`config.mk`:
```
export PLATFORM = sky130hd
export DESIGN_NAME = sevenseg_decoder
export DESIGN_NICKNAME = d
export VERILOG_FILES = /design/src/rtl/sevenseg_decoder.sv
export SDC_FILE = /design/constraint.sdc
export NUM_CORES = 1
export LEC_CHECK = 0
export ABC_CLOCK_PERIOD_IN_PS = 7600
export CAP_MARGIN = 0
export CORE_UTILIZATION = 45
export DETAILED_ROUTE_END_ITERATION = 8
export PLACE_DENSITY = 0.69
export SYNTH_ARGS = -nofsm -noshare
export SYNTH_HDL_FRONTEND = slang
export SYNTH_SLANG_ARGS = --single-unit
```
`constraint.sdc`:
```
create_clock -name clk -period 7.6 [get_ports clk]
set_input_delay 1.9 -clock clk [delete_from_list [all_inputs] [get_ports clk]]
set_output_delay 1.9 -clock clk [all_outputs]
set_load 0.05 [all_outputs]
```
`src/rtl/sevenseg_decoder.sv`:
```
// sevenseg_decoder: recovers digits from a multiplexed active-low seven-segment bus
// Ports: clk/rst (async active-high); sample_en qualifies seg_in (g..a) and dig_sel;
// out_valid/out_ready/out_digit/out_index/out_err form the one-deep event port;
// digits/digits_vld hold the per-position bank; overflow is sticky on a dropped event.
// Define SEGDEC_HEX_EN to also accept the hex letter patterns A..F.
module sevenseg_decoder #(
    parameter int NDIG   = 4,
    parameter int STABLE = 3
) (
    input  logic                      clk,
    input  logic                      rst,
    input  logic                      sample_en,
    input  logic [6:0]                seg_in,
    input  logic [$clog2(NDIG)-1:0]   dig_sel,
    output logic                      out_valid,
    input  logic                      out_ready,
    output logic [3:0]                out_digit,
    output logic [$clog2(NDIG)-1:0]   out_index,
    output logic                      out_err,
    output logic [4*NDIG-1:0]         digits,
    output logic [NDIG-1:0]           digits_vld,
    output logic                      overflow
);
    localparam int IW = $clog2(NDIG);
    localparam logic [3:0] STB = 4'(STABLE);
    typedef enum logic {TRACK, LOCKED} state_t;
    state_t state, state_n;
    logic [3:0] cnt, cnt_n;
    logic [IW+6:0] last, last_n;
    logic eval, same, in_range, new_ev, load;
    logic [4:0] dec;
    // Returns {err, value}
    function automatic logic [4:0] decode(input logic [6:0] s);
        case (s)
            7'b1000000: decode = 5'h00;
            7'b1111001: decode = 5'h01;
            7'b0100100: decode = 5'h02;
            7'b0110000: decode = 5'h03;
            7'b0011001: decode = 5'h04;
            7'b0010010: decode = 5'h05;
            7'b0000010: decode = 5'h06;
            7'b1111000: decode = 5'h07;
            7'b0000000: decode = 5'h08;
            7'b0010000: decode = 5'h09;
`ifdef SEGDEC_HEX_EN
            7'b0001000: decode = 5'h0A;
            7'b0000011: decode = 5'h0B;
            7'b1000110: decode = 5'h0C;
            7'b0100001: decode = 5'h0D;
            7'b0000110: decode = 5'h0E;
            7'b0001110: decode = 5'h0F;
`endif
            default:    decode = 5'h1F;
        endcase
    endfunction
    assign dec      = decode(seg_in);
    assign in_range = int'(dig_sel) < NDIG;
    assign same     = {dig_sel, seg_in} == last;
    // A locked tracker ignores repeats; any other in-range sample advances or restarts the run
    always_comb begin
        state_n = state;
        cnt_n   = cnt;
        last_n  = last;
        eval    = 1'b0;
        if (sample_en && !in_range) begin
            state_n = TRACK;
            cnt_n   = '0;
        end else if (sample_en && (!same || state == TRACK)) begin
            last_n  = {dig_sel, seg_in};
            cnt_n   = !same ? 4'd1 : (cnt == STB ? STB : cnt + 4'd1);
            eval    = cnt_n == STB;
            state_n = eval ? LOCKED : TRACK;
        end
    end
    always_ff @(posedge clk or posedge rst) begin
        if (rst) begin
            state <= TRACK;
            cnt   <= '0;
            last  <= '0;
        end else begin
            state <= state_n;
            cnt   <= cnt_n;
            last  <= last_n;
        end
    end
    assign new_ev = eval && (!digits_vld[dig_sel] || digits[{dig_sel, 2'b00} +: 4] != dec[3:0]);
    assign load   = new_ev && (!out_valid || out_ready);
    always_ff @(posedge clk or posedge rst) begin
        if (rst) begin
            out_valid  <= 1'b0;
            out_digit  <= '0;
            out_index  <= '0;
            out_err    <= 1'b0;
            digits     <= '1;
            digits_vld <= '0;
            overflow   <= 1'b0;
        end else begin
            if (new_ev) begin
                digits[{dig_sel, 2'b00} +: 4] <= dec[3:0];
                digits_vld[dig_sel]           <= 1'b1;
            end
            if (load) begin
                out_digit <= dec[3:0];
                out_index <= dig_sel;
                out_err   <= dec[4];
            end
            if (new_ev && !load)
                overflow <= 1'b1;
            out_valid <= load || (out_valid && !out_ready);
        end
    end
endmodule

```
==> impl_metrics.env, run 1 <==
export IMPL_finalSetupViolations=0
export IMPL_final_common_cell="clkdlybuf4s50_1"
export IMPL_required_ns=7.78
export IMPL_r2r_start="last[7]"
export IMPL_clk_pin_slew_worst_paths_ns=0.08
export IMPL_p_leak_nw=1.395
export IMPL_drc=0
export IMPL_slew_headroom_pct=31.76
export IMPL_hold_viol=0
export IMPL_layout_common_cells="clkdlybuf4s50_1 (41), inv_1 (30), dfrtp_1 (27)"
export IMPL_fp_dieArea_mm2=0.005851
export IMPL_crit_type="in2reg"
export IMPL_place_ws_ns=2.198
export IMPL_routedWlPerCell_um=15.48
export IMPL_synth_top_area_share_pct=27.05
export IMPL_die_y_um=76.50
export IMPL_critPathLaunch="dig_sel[0]"
export IMPL_grt_ovfl_total=0
export IMPL_synth_fp_nets=251
export IMPL_grt_max_degree=44
export IMPL_syn_avg_cell_area_um2=10.91
export IMPL_timing_rr_end="out_index[0]"
export IMPL_wl_um=5262
export IMPL_place_area_mm2=0.002957
export IMPL_rrSetupSlack_ns=4.67
export IMPL_endpoint="out_index[0]"
export IMPL_grt_pass1_vias=1761
export IMPL_cts_hold_buf=0
export IMPL_clock_sinks=43
export IMPL_cts_resized_gates=0
export IMPL_power_total_mw=0.4833
export IMPL_ys_seq_area_share_pct=43.89
export IMPL_finish_utilization_pct=58.70
export IMPL_critPathLaunchType="input pin"
export IMPL_firstDrtPassIters=4
export IMPL_fin_nets=291
export IMPL_synth_flop_cell="dfrtp_1"
export IMPL_synth_distinct_cells=52
export IMPL_start_util_pct=47.68
export IMPL_synth_largest_area_cell="dfrtp_1"
export IMPL_grt_pass1_wl_um=8756
export IMPL_antenna_found_initial=0
export IMPL_design_area_mm2=0.003074
export IMPL_hp_class="reg2reg"
export IMPL_rsz0062_at_grt="false"
export IMPL_max_vdd_ir_drop_mv=0.09929
export IMPL_r2r_cells=6
export IMPL_setup_slack_ns=2.508
export IMPL_ys_ff_latch=43
export IMPL_hpwl_um=3843
export IMPL_period_needed_ns=5.092
export IMPL_vias=1868
export IMPL_netlist_instances=229
export IMPL_rows=26
export IMPL_synth_edf_count=0
export IMPL_post_cts_buffers=0
export IMPL_final_layout_size_suffix_gt1_share_pct=20.37
export IMPL_syn2layout_area_growth_pct=23.10
export IMPL_fmax_mhz=196.4
export IMPL_async_reset_ff_share_pct=100.0
export IMPL_diodes=0
export IMPL_grtUsageTotal_pct=19.12
export IMPL_io_pins=42
export IMPL_clock_root_buffer="clkbuf_8"
export IMPL_die_w_um=76.50
export IMPL_slew_violations=0
export IMPL_netlist_area_mm2=0.002497
export IMPL_fin_tns_setup_ns=0
export IMPL_worstMarginPinSlew_ns=1.015
export IMPL_clock_latency_ns=0.29
export IMPL_drt_first_iter_violations=91
export IMPL_fin_crit_sh_pct=67.01
export IMPL_critPathArrivalTime_ns=5.28
export IMPL_core_area_mm2=0.005238
export IMPL_crit_fanout=13
export IMPL_portBuffers=41
export IMPL_maxCapViolCount=0
export IMPL_tritoncts="done"
export IMPL_fillers=464
export IMPL_via_per_inst=5.494
export IMPL_htree_levels=2
export IMPL_drtAntennaViolNets=0
export IMPL_synth_warning_count=0
export IMPL_clockBufferDepth=2
export IMPL_skew_ns=0.01138
export IMPL_end_kind="flip-flop"
export IMPL_gp_congestion=0.8569
export IMPL_cts_made_buffers=5
export IMPL_status="completed"
export IMPL_yosys_top_cells_area="dfrtp_1 (27%), dfstp_2 (17%), mux2_2 (5.9%), ha_1 (4.5%), inv_1 (4.5%)"
export IMPL_p_per_area_mw_per_mm2=157.2
cell type report:
class / count / area, um2 / share of cell area (%)
Sequential cell: 43 / 1096 / 35.65
Clock buffer: 6 / 82.58 / 2.686
Inverter: 30 / 112.6 / 3.663
Clock inverter: 2 / 35.03 / 1.140
Timing Repair Buffer: 43 / 425.4 / 13.84
Tap cell: 70 / 87.58 / 2.849
Multi-Input combinational cell: 146 / 1235 / 40.17
metrics by stage:
step                hold WS [ns]  std cells
floorplan                 0.4498        229
global placement          0.4621        332
detailed placement        0.4651        332
CTS                       0.4872        340
global route              0.5000        340
finish                    0.4812        340
critical path, stage by stage:
cell and delay (ns):
clkdlybuf4s50_1 0.92, xor2_1 0.18, nor4_1 0.34, nand4_1 0.28, nor4_2 0.95, o311ai_4 0.33, mux2_2 0.36
power by group:
group / internal, mW / switching [mW] / total, mW
clock network: 0.106 / 0.0766 / 0.183
logic: 0.0247 / 0.0342 / 0.0589
registers: 0.236 / 0.00515 / 0.241
state kept, by name, summed over array words and instances, names as in the netlist:
signal,flops
state,1
out_digit,4
digits_vld,4
last,9
out_index,2
cnt,4
overflow,1
out_valid,1
digits,16
out_err,1
cell usage after synthesis (all sizes together) (3+ instances only):
master,n
nand3,4
nand2,9
nand4,4
ha,9
nor2,9
o21ai,11
xnor2,5
dfrtp,27
nor4,3
clkbuf,7
o311ai,4
inv,30
mux2,13
xor2,7
nand2b,7
o311a,4
mux4,5
o22ai,16
buf,3
o21bai,5
dfstp,16
o31ai,4
kinds of logic after synthesis:
group | synth area share, %
AOI/OAI and AO/OA | 17.74
and+or+nand+nor | 12.22
DFF | 43.89
buffers and inverters | 6.663
muxes | 10.77
xor gates and xnor gates | 4.208
adders and majority gates | 4.509
how the worst min path moves through the flow:
stage	start	end	slack (ns)	cells after the start
2_1_floorplan	state	state	0.45	1
3_3_place_gp	state	state	0.46	1
3_5_place_dp	overflow	overflow	0.47	1
4_1_cts	state	state	0.49	1
5_1_grt	overflow	overflow	0.50	1
6_report	state	state	0.48	1
layer usage:
metal | up-vias | share of wire [%] | track usage (%) | routed length (um)
li1 | 906 | - | - | -
met1 | 917 | 51 | 28.13 | 2680
met3 | 4 | 3.8 | 4.311 | 202
met5 | - | 0 | 0 | 0
met2 | 41 | 44 | 28.11 | 2331
met4 | 0 | 0.89 | 5.192 | 47
No activity file was read; power rests on OpenSTA's default activity.
==> inputs of run 2 (changes only) <==
--- a/config.mk
+++ b/config.mk
@@ -5,7 +5,7 @@
 export SDC_FILE = /design/constraint.sdc
 export NUM_CORES = 1
 export LEC_CHECK = 0
-export ABC_CLOCK_PERIOD_IN_PS = 7600
+export ABC_CLOCK_PERIOD_IN_PS = 4700
 export CAP_MARGIN = 0
 export CORE_UTILIZATION = 45
 export DETAILED_ROUTE_END_ITERATION = 8
==> constraint.sdc (replaced) <==
create_clock -name clk -period 4.7 [get_ports clk]
set_input_delay 1.175 -clock clk [delete_from_list [all_inputs] [get_ports clk]]
set_output_delay 1.175 -clock clk [all_outputs]
set_load 0.05 [all_outputs]
==> run 2 against run 1 <==
Against the previous run:
- total power rose by 53%
- non-clock buffer count rose by 4
- critical path depth rose by 1
- global-route usage rose by 1.3 points
- flip-flop and latch count did not move
- core utilization rose by 0.24 points
- clock skew fell by 0.0069 ns
- clock power rose by 38%
- first-iteration DRC count fell by 1.1%
- wire length rose by 4.4%
- register-to-register slack got worse by 2.4 ns
- largest power group unchanged
- cell area rose by 0.41%
==> impl_metrics.env, run 2 (synthesis results as in run 1) <==
export IMPL_status="completed"
export IMPL_fmax_mhz=247.7
export IMPL_final_common_cell="clkdlybuf4s50_1"
export IMPL_timing_rr_end="out_index[1]"
export IMPL_p_per_area_mw_per_mm2=239.6
export IMPL_grt_pass1_vias=1854
export IMPL_start_util_pct=47.68
export IMPL_final_layout_size_suffix_gt1_share_pct=21.17
export IMPL_tritoncts="done"
export IMPL_grt_pass1_wl_um=9294
export IMPL_end_kind="flip-flop"
export IMPL_drc=0
export IMPL_period_needed_ns=4.038
export IMPL_routedWlPerCell_um=15.96
export IMPL_fp_dieArea_mm2=0.005851
export IMPL_finalSetupViolations=0
export IMPL_core_area_mm2=0.005238
export IMPL_r2r_cells=5
export IMPL_hp_class="reg2reg"
export IMPL_antenna_found_initial=0
export IMPL_regMostFlops="digits"
export IMPL_htree_levels=2
export IMPL_hold_depth=1
export IMPL_crit_family="compound AO/OA/AOI/OAI gates"
export IMPL_skew_ns=0.004469
export IMPL_crit_type="in2reg"
export IMPL_vias=1927
export IMPL_drt_first_iter_violations=90
export IMPL_largest_register_ffs=16
export IMPL_slew_violations=0
export IMPL_hold_end="overflow"
export IMPL_clk_pin_slew_worst_paths_ns=0.07
export IMPL_crit_fanout=12
export IMPL_r2r_start="digits[13]"
export IMPL_die_y_um=76.50
export IMPL_portBuffers=41
export IMPL_firstDrtPassIters=6
export IMPL_hold_viol=0
export IMPL_syn2layout_area_growth_pct=23.60
export IMPL_critPathLaunchType="input pin"
export IMPL_hp_start="overflow"
export IMPL_reg_top3="digits: 16 flops, last: 9 flops"
export IMPL_worstMarginPinSlew_ns=0.8384
export IMPL_critPathMaxStageDelay_ns=0.57
export IMPL_gp_congestion=0.8759
export IMPL_grtUsageTotal_pct=20.43
export IMPL_holdWs_ns=0.4859
export IMPL_post_cts_buffers=0
export IMPL_fin_nets=295
export IMPL_maxCapViolCount=0
export IMPL_rsz0062_at_grt="false"
export IMPL_clock_latency_ns=0.29
export IMPL_critPathArrivalTime_ns=4.22
export IMPL_grt_ovfl_total=0
export IMPL_die_w_um=76.50
export IMPL_clock_root_buffer="clkbuf_8"
export IMPL_p_leak_nw=1.405
export IMPL_io_pins=42
export IMPL_drtAntennaViolNets=0
export IMPL_rrSetupSlack_ns=2.31
export IMPL_rows=26
export IMPL_diodes=0
export IMPL_hpwl_um=3925
export IMPL_cts_resized_gates=0
export IMPL_via_per_inst=5.602
export IMPL_cts_hold_buf=0
export IMPL_required_ns=4.88
export IMPL_slew_headroom_pct=43.70
export IMPL_critPathBufInv=1
export IMPL_fin_crit_sh_pct=85.91
export IMPL_wl_um=5491
export IMPL_crit_path_top_delay_cell="clkdlybuf4s50_1"
export IMPL_crit_chain="clkdlybuf4s50_1 > or3_4 > a2111o_1 > and3_4 > a21oi_1 > xnor2_1 > o311ai_4 > mux2_2"
export IMPL_layout_common_cells="clkdlybuf4s50_1 (41), inv_1 (30), dfrtp_1 (27)"
export IMPL_cts_made_buffers=5
export IMPL_clockBufferDepth=2
export IMPL_max_vdd_ir_drop_mv=0.2023
export IMPL_grt_max_degree=44
export IMPL_clock_sinks=43
export IMPL_fin_tns_setup_ns=0
==> run 2: how the worst max path moves through the flow <==
| stage | startpoint | to | slack (ns) | cells past startpoint |
|---|---|---|---|---|
| 2_1_floorplan | seg_in[0] | out_digit[0] | 1.06 | 9 |
| 3_3_place_gp | seg_in[0] | out_digit[2] | 0.46 | 8 |
| 3_5_place_dp | seg_in[0] | out_digit[2] | 0.36 | 8 |
| 4_1_cts | seg_in[0] | out_digit[2] | 0.66 | 8 |
| 5_1_grt | seg_in[0] | out_index[1] | 0.49 | 8 |
| 6_report | seg_in[0] | out_index[1] | 0.66 | 8 |
==> run 2: stage by stage <==
stage / util [%] / total power, mW / instance area [um2] / cells / setup slack [ns]
after floorplan: - / 0.4632 / 2497 / 229 / 1.063
after global placement: 57.02 / 0.4919 / 2987 / 336 / 0.4649
after global routing: 58.93 / 0.7745 / 3087 / 344 / 0.4851
after detailed placement: 57.02 / 0.4937 / 2987 / 336 / 0.3552
after CTS: 58.93 / 0.7499 / 3087 / 344 / 0.6601
final: 58.93 / 0.7397 / 3087 / 344 / 0.6625
==> run 2: worst register-to-register path: stages, from the launching register on <==
cell      delay (ns)
dfstp_2         0.39
mux4_2          0.54
o21ai_0         0.35
a211oi_4        0.18
o311ai_4        0.42
mux2_2          0.39
==> run 2: final cells by class <==
type	count	area, um2
flip-flops and latches	43	1096
well taps	70	87.58
inverters	30	112.6
repair buffers	47	455.4
multi-input cells	146	1235
clock buffers	8	100.1
fillers	476	2151
==> run 2: power by group <==
part	switching (mW)	total (mW)	leakage, nW	internal [mW]
registers	0.00808	0.390	0.516	0.382
logic	0.0559	0.0968	0.838	0.0409
clock network	0.119	0.253	0.0515	0.134
==> run 2: metal layers <==
layer  up-vias  routed length [um]  track usage [%]  share of wire [%]
li1        924                   -                -                  -
met1       951                2682            29.74                 49
met2        43                2507            29.37                 46
met3         9                 214            4.790                3.9
met4         0                  87            7.692                1.6
met5         -                   0                0                  0
